## src/rtl/gpp_fetch_pkg.sv

```systemverilog
// Shared types and defaults for the instruction fetch stage.
// INSTR_FETCH_PREFETCH_EN selects a two-entry fetch buffer (one entry otherwise).
package gpp_fetch_pkg;

    localparam int DEF_ADDR_W = 16;
    localparam int DEF_DATA_W = 16;

`ifdef INSTR_FETCH_PREFETCH_EN
    localparam int FETCH_BUF_DEPTH = 2;
`else
    localparam int FETCH_BUF_DEPTH = 1;
`endif

    typedef enum logic [1:0] {
        IDLE  = 2'd0,
        REQ   = 2'd1,
        DRAIN = 2'd2
    } fetch_state_e;

    typedef struct packed {
        logic [DEF_DATA_W-1:0] instr;
        logic [DEF_ADDR_W-1:0] pc;
    } fetch_entry_t;

endpackage

```

## src/rtl/fetch_buffer.sv

```systemverilog
// Small shift-style FIFO (depth 1 or 2) holding fetched {instr, pc} entries.
// Flush wins over push and pop; the head slot is always the oldest entry.
module fetch_buffer
    import gpp_fetch_pkg::*;
#(
    parameter int  DEPTH   = FETCH_BUF_DEPTH,
    parameter type entry_t = fetch_entry_t
) (
    input  logic   clk,
    input  logic   reset,
    input  logic   push,
    input  entry_t din,
    input  logic   pop,
    input  logic   flush,
    output entry_t head,
    output logic   full,
    output logic   empty
);

    localparam logic [1:0] DEPTH_C = 2'(DEPTH);

    entry_t     slots     [DEPTH];
    entry_t     slots_nxt [DEPTH];
    logic [1:0] count;
    logic [1:0] count_nxt;
    logic       do_pop;
    logic       do_push;

    assign full    = (count == DEPTH_C);
    assign empty   = (count == 2'd0);
    assign do_pop  = pop && !empty;
    assign do_push = push && (!full || do_pop);
    assign head    = slots[0];

    always_comb begin
        slots_nxt = slots;
        count_nxt = count;
        if (flush) begin
            count_nxt = 2'd0;
        end else begin
            if (do_pop) begin
                for (int i = 0; i < DEPTH - 1; i++) begin
                    slots_nxt[i] = slots[i+1];
                end
            end
            // write lands behind the surviving entries
            if (do_push) begin
                for (int i = 0; i < DEPTH; i++) begin
                    if (i == int'(count) - (do_pop ? 1 : 0)) begin
                        slots_nxt[i] = din;
                    end
                end
            end
            count_nxt = count + 2'(do_push) - 2'(do_pop);
        end
    end

    always_ff @(posedge clk or negedge reset) begin
        if (!reset) begin
            count <= 2'd0;
            for (int i = 0; i < DEPTH; i++) begin
                slots[i] <= '0;
            end
        end else begin
            count <= count_nxt;
            slots <= slots_nxt;
        end
    end

endmodule

```

## src/rtl/instr_fetch_unit.sv

```systemverilog
// Fetch stage: single-outstanding imem request/ack, buffered hand-off to decode.
// INSTR_FETCH_PREFETCH_EN (via gpp_fetch_pkg) deepens the buffer to allow prefetch.
module instr_fetch_unit
    import gpp_fetch_pkg::*;
#(
    parameter int ADDR_W = DEF_ADDR_W,
    parameter int DATA_W = DEF_DATA_W
) (
    input  logic              clk,
    input  logic              reset,
    input  logic [ADDR_W-1:0] pc_in,
    input  logic              pc_valid,
    input  logic              redirect,
    output logic              imem_req,
    output logic [ADDR_W-1:0] imem_addr,
    input  logic              imem_ack,
    input  logic [DATA_W-1:0] imem_rdata,
    output logic              inc_pc,
    output logic              instr_valid,
    output logic [DATA_W-1:0] instr_out,
    output logic [ADDR_W-1:0] instr_pc,
    input  logic              instr_ready,
    output logic              busy
);

    typedef struct packed {
        logic [DATA_W-1:0] instr;
        logic [ADDR_W-1:0] pc;
    } entry_t;

    fetch_state_e state;
    fetch_state_e state_nxt;
    entry_t       buf_din;
    entry_t       buf_head;
    logic         buf_full;
    logic         buf_empty;
    logic         pop;
    logic         push;
    logic         start;

    assign pop   = instr_valid && instr_ready;
    assign start = (state == IDLE) && pc_valid && !redirect && (!buf_full || pop);
    // a response that races a redirect belongs to the old path
    assign push  = (state == REQ) && imem_ack && !redirect;

    always_comb begin
        state_nxt = state;
        case (state)
            IDLE:    if (start) state_nxt = REQ;
            REQ: begin
                if (imem_ack)      state_nxt = IDLE;
                else if (redirect) state_nxt = DRAIN;
            end
            DRAIN:   if (imem_ack) state_nxt = IDLE;
            default: state_nxt = IDLE;
        endcase
    end

    always_ff @(posedge clk or negedge reset) begin
        if (!reset) begin
            state     <= IDLE;
            imem_addr <= '0;
            inc_pc    <= 1'b0;
        end else begin
            state  <= state_nxt;
            inc_pc <= push;
            if (start) imem_addr <= pc_in;
        end
    end

    assign imem_req = (state != IDLE);
    assign busy     = (state != IDLE);
    assign buf_din  = {imem_rdata, imem_addr};

    fetch_buffer #(
        .DEPTH   (FETCH_BUF_DEPTH),
        .entry_t (entry_t)
    ) u_fetch_buffer (
        .clk   (clk),
        .reset (reset),
        .push  (push),
        .din   (buf_din),
        .pop   (pop),
        .flush (redirect),
        .head  (buf_head),
        .full  (buf_full),
        .empty (buf_empty)
    );

    assign instr_valid = !buf_empty;
    assign instr_out   = buf_head.instr;
    assign instr_pc    = buf_head.pc;

endmodule

```

## config.mk

```make
export PLATFORM = sky130hd
export DESIGN_NAME = instr_fetch_unit
export DESIGN_NICKNAME = d
export VERILOG_FILES = /design/src/rtl/gpp_fetch_pkg.sv /design/src/rtl/fetch_buffer.sv /design/src/rtl/instr_fetch_unit.sv
export SDC_FILE = /design/constraint.sdc
export NUM_CORES = 1
export LEC_CHECK = 0
export CAP_MARGIN = 0
export CORE_MARGIN = 5
export CORE_UTILIZATION = 40
export CTS_CLUSTER_SIZE = 28
export DETAILED_ROUTE_END_ITERATION = 8
export PLACE_DENSITY = 0.76
export RECOVER_POWER = 25
export SETUP_SLACK_MARGIN = 0.02
export SLEW_MARGIN = 20
export SYNTH_ARGS = -nofsm -noshare
export SYNTH_HDL_FRONTEND = slang
export SYNTH_SLANG_ARGS = --single-unit
```

## constraint.sdc

```tcl
create_clock -name clk -period 2.67 [get_ports clk]
set_input_delay 0.801 -clock clk [delete_from_list [all_inputs] [get_ports clk]]
set_output_delay 0.801 -clock clk [all_outputs]
set_load 0.005 [all_outputs]
```

==> flow_metrics.py, run 1 <==
metrics = {
    "global_routing": {
        "grt.total_usage_pct": 14.4,
        "antenna_found_initial": 0,
        "grt_pass1_wl_um": 7910,
        "grt_pass1_vias": 1527,
        "gr-total-overflow": 0,
        "grt_max_degree": 24,
    },
    "worst_setup_path": {
        "crit_arrival_ns": 2.52,
        "rr_startpoint": "u_fetch_buffer.count[0]",
        "critPathMaxFanout": 16,
        "crit_start": "instr_ready",
        "max_stage_delay_ns": 0.43,
        "start_kind": "input pin",
        "ff2ff_setup_slack_ns": 0.84,
        "cp-end-kind": "flip-flop",
        "regToRegEndpoint": "u_fetch_buffer.head[14]",
        "cp.buffers_inverters": 3,
        "cp.required_ns": 2.86,
        "crit_type": "in -> reg",
        "crit_slowest_cell": "clkdlybuf4s50_1",
        "reg2reg_depth": 7,
        "crit_family": "buffers and inverters",
        "path_cells": "clkdlybuf4s50_1 -> nand3b_1 -> inv_1 -> ha_1 -> nor2b_1 -> o2111ai_4 -> buf_12 -> mux2_2",
    },
    "logic_synthesis": {
        "synth.distinct_cells": 22,
        "synth_top_area_share_pct": 62.5,
        "yosys.area.top_type": "dfrtp_1",
        "synth.top_cells.by_area": "dfrtp_1 (63%), mux2_2 (21%), mux2_4 (6.4%), ha_1 (1.2%), buf_12 (0.94%)",
        "synth_warnings": 0,
        "synth_cells": 132,
        "synthesis.nets": 172,
        "synth-seq-area-share_pct": 62.5,
        "synth-seq-cells": 53,
        "synth_area_um2": 2120,
        "synth.avg_cell_area_um2": 16.1,
    },
    "detailed_routing": {
        "wl_per_cell_um": 15.7,
        "drt_wl_total_um": 4700,
        "drc_errors": 0,
        "dr.pass1.iters": 4,
        "viasPerCell": 4.61,
        "vias": 1383,
        "drt-initial-drc-count": 43,
        "ant_nets": 0,
    },
    "timing": {
        "setup_viol": 0,
        "slew_violations": 0,
        "final_hold_viol_count": 0,
        "slew_headroom_pct": 19.2,
        "hold_ws_ns": 0.508,
        "rsz0062_at_grt": "no",
        "tightestPinTransition_ns": 1.21,
        "period_minus_slack_ns": 2.33,
        "final.period_utilization_pct": 87.4,
        "setup_tns_ns": 0,
        "skew_ns": 0.00440,
        "clock.fmax_ghz": 0.429,
    },
    "die": {
        "fp.dieH_um": 82.8,
        "die_w_um": 82.8,
        "start_util_pct": 41.3,
        "fp.dieArea_um2": 6860,
        "core_um2": 5140,
        "row_count": 26,
        "pin_count": 90,
    },
    "clock_network": {
        "clock_latency_ns": 0.30,
        "cts_tree": "yes",
        "cts_buffer_depth": 2,
        "clk_pin_slew_worst_paths_ns": 0.08,
        "cts_setup_buffers": 0,
        "htree_levels": 2,
        "holdBufCountCts": 0,
        "post_cts_resized": 0,
        "numCtsBuffers": 5,
        "clkSinkCount": 53,
        "root_buffer": "clkbuf_8",
    },
    "worst_hold_path": {
        "min_to": "u_fetch_buffer.head[31]",
        "min_delay_path_depth": 1,
        "worstHoldPathType": "reg -> reg",
        "hp-start": "u_fetch_buffer.head[31]",
    },
    "layout": {
        "nets": 270,
        "mostFrequentLayoutCells": "clkdlybuf4s50_1 (88), dfrtp_1 (53), mux2_2 (39), mux2_4 (9), clkbuf_8 (6)",
        "syn2layout_area_growth_pct": 52.4,
        "utilization_pct": 62.9,
        "mostFrequentLayoutCell": "clkdlybuf4s50_1",
        "fin_area_um2": 3230,
        "instances_no_fill": 300,
        "drive_gt1_share_pct": 27.4,
        "fillers": 422,
        "num_antenna_cells": 0,
    },
    "power": {
        "ir_drop_mv": 0.440,
        "power_leakage_nw": 1.41,
        "powerDensity_nw_per_um2": 828,
    },
    "flow_run": {
        "cap_viol_max_count": 0,
    },
    "place": {
        "place_inst": 293,
        "gp_congestion": 0.754,
        "dpl_cell_area_um2": 3160,
        "portBuffers": 89,
        "dp_hpwl_um": 3550,
    },
    "run_status": {
        "status": "finished, final reports clean",
    },
}
report_power, final:
group	internal, mW	leakage (nW)	switching (mW)	total (mW)
registers	1.07	0.642	0.157	1.23
logic	0.734	0.721	0.269	1.00
clock network	0.206	0.0443	0.238	0.444
stage by stage:
step	total power, mW	setup WS (ns)
5_1_grt	2.85	0.201
6_report	2.68	0.337
3_3_place_gp	2.24	0.0521
2_1_floorplan	1.55	0.473
4_1_cts	2.73	0.355
3_5_place_dp	2.27	0.0360
layer usage:
layer / track usage [%] / vias to the layer above / wire length [um]
li1: - / 659 / -
met1: 17.8 / 665 / 1960
met2: 22.4 / 53 / 2260
met3: 6.44 / 6 / 427
met4: 4.90 / 0 / 53
met5: 0 / - / 0
synth_stat cells:
library cell	n
buf_4	1
nor2b_1	2
mux2_2	39
or3_1	1
buf_6	1
dfrtp_1	53
or2_4	1
nand2_1	2
o21ai_0	2
a21boi_0	1
inv_1	5
nor2_1	1
ha_1	2
o2111ai_1	1
and4bb_2	1
nand3b_1	2
buf_2	3
a2111o_1	1
o41ai_1	1
a21oi_1	2
mux2_4	9
buf_12	1
layout make-up:
cell class	count	area (um2)	area share, %
inverter	5	18.8	0.580
sequential	53	1330	41.0
multi-input combinational	68	739	22.9
clock buffer	7	86.3	2.67
timing repair buffer	97	975	30.1
tap	70	87.6	2.71
worst reg2reg max path, cell delays in order, from the launching register on:
cell and delay [ns]:
dfrtp_1 0.39, nand3b_1 0.14, inv_1 0.07, ha_1 0.26
nor2b_1 0.20, o2111ai_4 0.17, buf_12 0.20, mux2_2 0.28
kinds of logic (layout without fill, tap and decap cells):
kind of cell	after synthesis	in the layout	share of synthesized area (%)
mux	48	48	27.1
flops	53	53	62.5
compound gates	8	8	2.66
fa+ha+maj	2	2	1.18
simple gates	10	10	3.13
buf+inv	11	109	3.42
flip-flops by register name, indices dropped and copies added, names as in the netlist:
signal / cells
state: 2
inc_pc: 1
u_fetch_buffer.count: 2
imem_addr: 16
u_fetch_buffer.head: 32
worst max-delay path by stage:
| stage | to | slack [ns] | depth (start not counted) |
|---|---|---|---|
| final | u_fetch_buffer.head[14] | 0.34 | 8 |
| after global routing | u_fetch_buffer.head[9] | 0.20 | 2 |
| after detailed placement | u_fetch_buffer.head[6] | 0.04 | 8 |
| after floorplan | u_fetch_buffer.head[0] | 0.47 | 7 |
| after CTS | u_fetch_buffer.head[14] | 0.35 | 8 |
| after global placement | u_fetch_buffer.head[24] | 0.05 | 8 |
Note: power is estimated with default switching activity, not from simulation.
==> inputs of run 2 (changes only) <==
--- a/config.mk
+++ b/config.mk
@@ -5,12 +5,14 @@
 export SDC_FILE = /design/constraint.sdc
 export NUM_CORES = 1
 export LEC_CHECK = 0
+export ABC_AREA = 1
 export CAP_MARGIN = 0
-export CORE_MARGIN = 5
+export CORE_MARGIN = 4
 export CORE_UTILIZATION = 40
 export CTS_CLUSTER_SIZE = 28
 export DETAILED_ROUTE_END_ITERATION = 8
-export PLACE_DENSITY = 0.76
+export GPL_ROUTABILITY_DRIVEN = 0
+export PLACE_DENSITY = 0.75
 export RECOVER_POWER = 25
 export SETUP_SLACK_MARGIN = 0.02
 export SLEW_MARGIN = 20
==> flow_metrics.py, run 2 <==
metrics = {
    "logic_synthesis": {
        "synthesis.nets": 288,
        "synth_fa_ha_area_share_pct": 1.09,
        "synth_compound_area_share_pct": 1.09,
        "synth-seq-cells": 53,
        "synth.distinct_cells": 27,
        "synth_mux_area_share_pct": 0,
        "synth_top_area_share_pct": 58.0,
        "synth_cells": 248,
        "synth_commonest_cells": "nand2_1 (113), dfrtp_1 (53), nand4_1 (34), inv_1 (8), buf_2 (6)",
        "synth_area_um2": 2290,
        "yosysMostFrequentCell": "nand2_1",
        "synth_top_family_by_area": "simple AND/OR/NAND/NOR gates",
        "synth_edf_count": 0,
        "synth_simple_gate_area_share_pct": 32.8,
        "yosys.area.top_type": "dfrtp_1",
        "ys.flop_type": "dfrtp_1",
        "synth_warnings": 0,
        "synth_xor_area_share_pct": 0,
        "synth.avg_cell_area_um2": 9.22,
        "postSynth.asyncResetShare_pct": 100,
        "synth.top_cells.by_area": "dfrtp_1 (58%), nand2_1 (19%), nand4_1 (9.3%), buf_6 (2.0%), buf_4 (1.6%)",
        "synth-seq-area-share_pct": 58.0,
    },
    "clock_network": {
        "cts_buffer_depth": 2,
        "root_buffer": "clkbuf_8",
        "numCtsBuffers": 5,
        "clock_latency_ns": 0.30,
        "htree_levels": 2,
        "cts_tree": "yes",
        "clkSinkCount": 53,
        "holdBufCountCts": 0,
        "post_cts_resized": 0,
        "clk_pin_slew_worst_paths_ns": 0.09,
        "cts_setup_buffers": 0,
    },
    "power": {
        "powerDensity_nw_per_um2": 754,
        "ir_drop_mv": 0.352,
        "power_leakage_nw": 1.63,
    },
    "worst_setup_path": {
        "cp-end-kind": "flip-flop",
        "critPathMaxFanout": 32,
        "start_kind": "input pin",
        "cp.required_ns": 2.86,
        "crit_type": "in -> reg",
        "crit_arrival_ns": 2.52,
    },
    "layout": {
        "num_antenna_cells": 0,
        "syn2layout_area_growth_pct": 44.5,
        "largest_reg_flops": 32,
        "nets": 376,
        "drive_gt1_share_pct": 8.31,
        "utilization_pct": 59.6,
        "mostFrequentLayoutCell": "nand2_1",
        "mostFrequentLayoutCells": "nand2_1 (113), clkdlybuf4s50_1 (88), dfrtp_1 (53), nand4_1 (34), inv_1 (8)",
    },
    "timing": {
        "slew_headroom_pct": 14.0,
        "final_hold_viol_count": 0,
        "tightestPinTransition_ns": 1.29,
        "final.period_utilization_pct": 87.5,
        "period_minus_slack_ns": 2.34,
        "skew_ns": 0.00605,
        "slew_violations": 0,
        "hold_ws_ns": 0.474,
        "setup_viol": 0,
        "rsz0062_at_grt": "no",
        "clock.fmax_ghz": 0.428,
        "setup_tns_ns": 0,
    },
    "global_routing": {
        "gr-total-overflow": 0,
        "grt_pass1_vias": 1920,
        "grt_max_degree": 54,
        "antenna_found_initial": 0,
        "grt.total_usage_pct": 16.0,
        "grt_pass1_wl_um": 9160,
    },
    "place": {
        "dp_hpwl_um": 3940,
        "portBuffers": 89,
    },
    "worst_hold_path": {
        "worstHoldPathType": "reg -> reg",
    },
    "detailed_routing": {
        "drc_errors": 0,
        "dr.pass1.iters": 4,
        "viasPerCell": 4.81,
        "vias": 1967,
        "drt-initial-drc-count": 103,
        "ant_nets": 0,
        "drt_wl_total_um": 5440,
        "wl_per_cell_um": 13.3,
    },
    "die": {
        "core_um2": 5540,
        "start_util_pct": 41.3,
        "die_w_um": 83.6,
        "fp.dieH_um": 83.6,
        "pin_count": 90,
        "fp.dieArea_um2": 6990,
        "row_count": 27,
    },
    "flow_run": {
        "cap_viol_max_count": 0,
    },
    "run_status": {
        "status": "finished, final reports clean",
    },
}
[run 2: changes by cell type after synthesis, moves of 3 or more]
cell,delta
inv_1,+3
buf_6,+3
nand4_1,+34
nand2_1,+111
mux2_2,-39
buf_2,+3
buf_4,+4
mux2_4,-9
[run 2: worst paths after layout]
check / slack [ns] / startpoint / end / depth (start not counted)
setup / recovery: 0.33 / instr_ready / u_fetch_buffer.head[9] / 9
hold / removal: 0.47 / u_fetch_buffer.head[14] / u_fetch_buffer.head[14] / 2
setup reg to reg: 0.89 / u_fetch_buffer.count[1] / u_fetch_buffer.head[9] / 8
hold reg to reg: 0.47 / u_fetch_buffer.head[14] / u_fetch_buffer.head[14] / 2
max in group asynchronous: 1.03 / reset / u_fetch_buffer.head[9] / 2
min in group asynchronous: 0.86 / reset / u_fetch_buffer.head[21] / 2
[run 2: power breakdown]
part	internal [mW]	switching (mW)
logic	0.534	0.298
clock network	0.235	0.245
registers	1.04	0.146
[run 2: layout make-up]
type                    count  area [um2]
clock buffers               7        96.3
clock inverters             1        5.00
fillers                   518        2240
inverters                  12        47.5
multi-input cells         168         803
flip-flops and latches     53        1330
well taps                  72        90.1
repair buffers             96         936
[run 2: through the flow]
stage / area, um2 / instances / worst slack [ns] / power [mW]
3_3_place_gp: 3220 / 401 / 0.0846 / 2.03
3_5_place_dp: 3220 / 401 / 0.0245 / 2.05
2_1_floorplan: 2290 / 248 / 0.678 / 1.43
5_1_grt: 3300 / 409 / 0.152 / 2.67
6_report: 3300 / 409 / 0.334 / 2.49
4_1_cts: 3320 / 409 / 0.337 / 2.54
[run 2: cells by family (layout without fill, tap and decap cells)]
family          after synthesis  after routing
compound gates                4              4
fa+ha+maj                     2              2
flops                        53             53
simple gates                162            162
buf+inv                      27            116
[run 2: critical path, stage by stage]
cell and delay [ns]:
clkdlybuf4s50_1 0.48, nand3_1 0.16, inv_1 0.06, ha_1 0.27
inv_1 0.04, nor2_2 0.16, nand3_4 0.32, nand2_1 0.16
nand2_1 0.06
[run 2: layer usage]
| layer | share of wire [%] | up-vias | global-route usage, % |
|---|---|---|---|
| met4 | 0.63 | 0 | 3.95 |
| met1 | 41 | 919 | 19.6 |
| met3 | 8.8 | 4 | 5.82 |
| li1 | - | 982 | - |
| met5 | 0 | - | 0 |
| met2 | 50 | 62 | 26.8 |
==> inputs of run 3 (changes only) <==
--- a/config.mk
+++ b/config.mk
@@ -15,7 +15,7 @@
 export PLACE_DENSITY = 0.75
 export RECOVER_POWER = 25
 export SETUP_SLACK_MARGIN = 0.02
-export SLEW_MARGIN = 20
+export SLEW_MARGIN = 0
 export SYNTH_ARGS = -nofsm -noshare
 export SYNTH_HDL_FRONTEND = slang
 export SYNTH_SLANG_ARGS = --single-unit
==> constraint.sdc (replaced) <==
create_clock -name clk -period 2.7 [get_ports clk]
set_input_delay 0.81 -clock clk [delete_from_list [all_inputs] [get_ports clk]]
set_output_delay 0.81 -clock clk [all_outputs]
set_load 0.005 [all_outputs]
==> flow_metrics.py, run 3 (same netlist as run 2, synthesis figures left out) <==
metrics = {
    "layout": {
        "instances_no_fill": 409,
        "mostFrequentLayoutCells": "nand2_1 (113), clkdlybuf4s50_1 (88), dfrtp_1 (53), nand4_1 (34), inv_1 (8)",
        "mostFrequentLayoutCell": "nand2_1",
        "num_antenna_cells": 0,
        "largest_reg_flops": 32,
        "nets": 376,
        "syn2layout_area_growth_pct": 44.5,
        "drive_gt1_share_pct": 8.31,
    },
    "worst_setup_path": {
        "regToRegEndpoint": "u_fetch_buffer.head[9]",
        "start_kind": "input pin",
        "reg2reg_depth": 8,
        "critPathMaxFanout": 32,
        "crit_arrival_ns": 2.52,
        "rr_startpoint": "u_fetch_buffer.count[1]",
        "ff2ff_setup_slack_ns": 0.93,
        "crit_type": "in -> reg",
        "cp-end-kind": "flip-flop",
        "cp.required_ns": 2.88,
    },
    "timing": {
        "period_minus_slack_ns": 2.34,
        "slew_headroom_pct": 14.4,
        "setup_ws_ns": 0.363,
        "setup_tns_ns": 0,
        "final_hold_viol_count": 0,
        "final.period_utilization_pct": 86.6,
        "skew_ns": 0.00770,
        "rsz0062_at_grt": "no",
        "hold_ws_ns": 0.475,
        "tightestPinTransition_ns": 1.28,
        "setup_viol": 0,
        "clock.fmax_ghz": 0.428,
        "slew_violations": 0,
    },
    "flow_run": {
        "cap_viol_max_count": 0,
    },
    "global_routing": {
        "grt_pass1_wl_um": 9230,
        "grt.total_usage_pct": 16.1,
        "grt_pass1_vias": 1909,
        "grt_max_degree": 54,
        "antenna_found_initial": 0,
        "gr-total-overflow": 0,
    },
    "place": {
        "dp_hpwl_um": 3960,
        "portBuffers": 89,
        "dp_slack_ns": 0.0347,
        "place_inst": 401,
    },
    "die": {
        "fp.dieH_um": 83.6,
        "die_w_um": 83.6,
        "row_count": 27,
        "start_util_pct": 41.3,
        "fp.dieArea_um2": 6990,
        "core_um2": 5540,
        "pin_count": 90,
    },
    "clock_network": {
        "clock_latency_ns": 0.29,
        "cts_setup_buffers": 0,
        "root_buffer": "clkbuf_8",
        "holdBufCountCts": 0,
        "post_cts_resized": 0,
        "cts_buffer_depth": 2,
        "clkSinkCount": 53,
        "htree_levels": 2,
        "numCtsBuffers": 5,
        "cts_tree": "yes",
        "clk_pin_slew_worst_paths_ns": 0.09,
    },
    "worst_hold_path": {
        "min_delay_path_depth": 2,
        "hp-start": "u_fetch_buffer.head[2]",
        "worstHoldPathType": "reg -> reg",
        "min_to": "u_fetch_buffer.head[2]",
    },
    "detailed_routing": {
        "ant_nets": 0,
        "drt_wl_total_um": 5510,
        "wl_per_cell_um": 13.5,
        "vias": 1969,
        "drc_errors": 0,
        "dr.pass1.iters": 4,
        "viasPerCell": 4.81,
        "drt-initial-drc-count": 103,
    },
    "power": {
        "power_leakage_nw": 1.63,
        "ir_drop_mv": 0.347,
        "powerDensity_nw_per_um2": 747,
    },
    "run_status": {
        "status": "finished, final reports clean",
    },
}
==> run 3: cell counts in the layout (fill, tap and decap cells not counted) <==
Identical to the previous run, type by type.
==> run 3: area by class of cell <==
class / instances / area (um2)
Multi-Input combinational cell: 168 / 803
Sequential cell: 53 / 1330
Timing Repair Buffer: 96 / 936
Tap cell: 72 / 90.1
Inverter: 12 / 47.5
Clock buffer: 7 / 96.3
Clock inverter: 1 / 5.00
Fill cell: 511 / 2240
==> run 3: worst max path at each step <==
stage	cells after the start	start	endpoint	slack, ns
after global placement	9	instr_ready	u_fetch_buffer.head[7]	0.10
after CTS	9	instr_ready	u_fetch_buffer.head[9]	0.34
after detailed placement	9	instr_ready	u_fetch_buffer.head[26]	0.03
after floorplan	9	instr_ready	u_fetch_buffer.head[0]	0.70
after global routing	9	instr_ready	u_fetch_buffer.head[9]	0.17
final	9	instr_ready	u_fetch_buffer.head[9]	0.36
==> run 3: per-layer routing <==
layer | GRT usage (%) | share of wire, % | vias up
li1 | - | - | 981
met1 | 20.1 | 42 | 919
met2 | 26.6 | 49 | 60
met3 | 5.33 | 7.8 | 9
met4 | 4.39 | 1.6 | 0
met5 | 0 | 0 | -
==> run 3: power by group <==
part           internal [mW]  leakage [nW]  switching [mW]
combinational          0.528         0.904           0.294
sequential              1.02         0.676           0.148
clock                  0.232        0.0542           0.244
total                   1.78          1.63           0.686
==> run 3: metrics by stage <==
stage / power (mW) / util [%] / area (um2)
after global placement: 2.00 / 58.1 / 3220
after CTS: 2.51 / 59.9 / 3320
after global routing: 2.63 / 59.6 / 3300
after detailed placement: 2.03 / 58.1 / 3220
after floorplan: 1.42 / - / 2290
final: 2.47 / 59.6 / 3300
==> run 3: worst max-delay path, cell delays in order <==
cell	delay [ns]
clkdlybuf4s50_1	0.48
nand3_1	0.16
inv_1	0.05
ha_1	0.26
inv_1	0.04
nor2_2	0.17
nand3_4	0.32
nand2_1	0.16
nand2_1	0.06
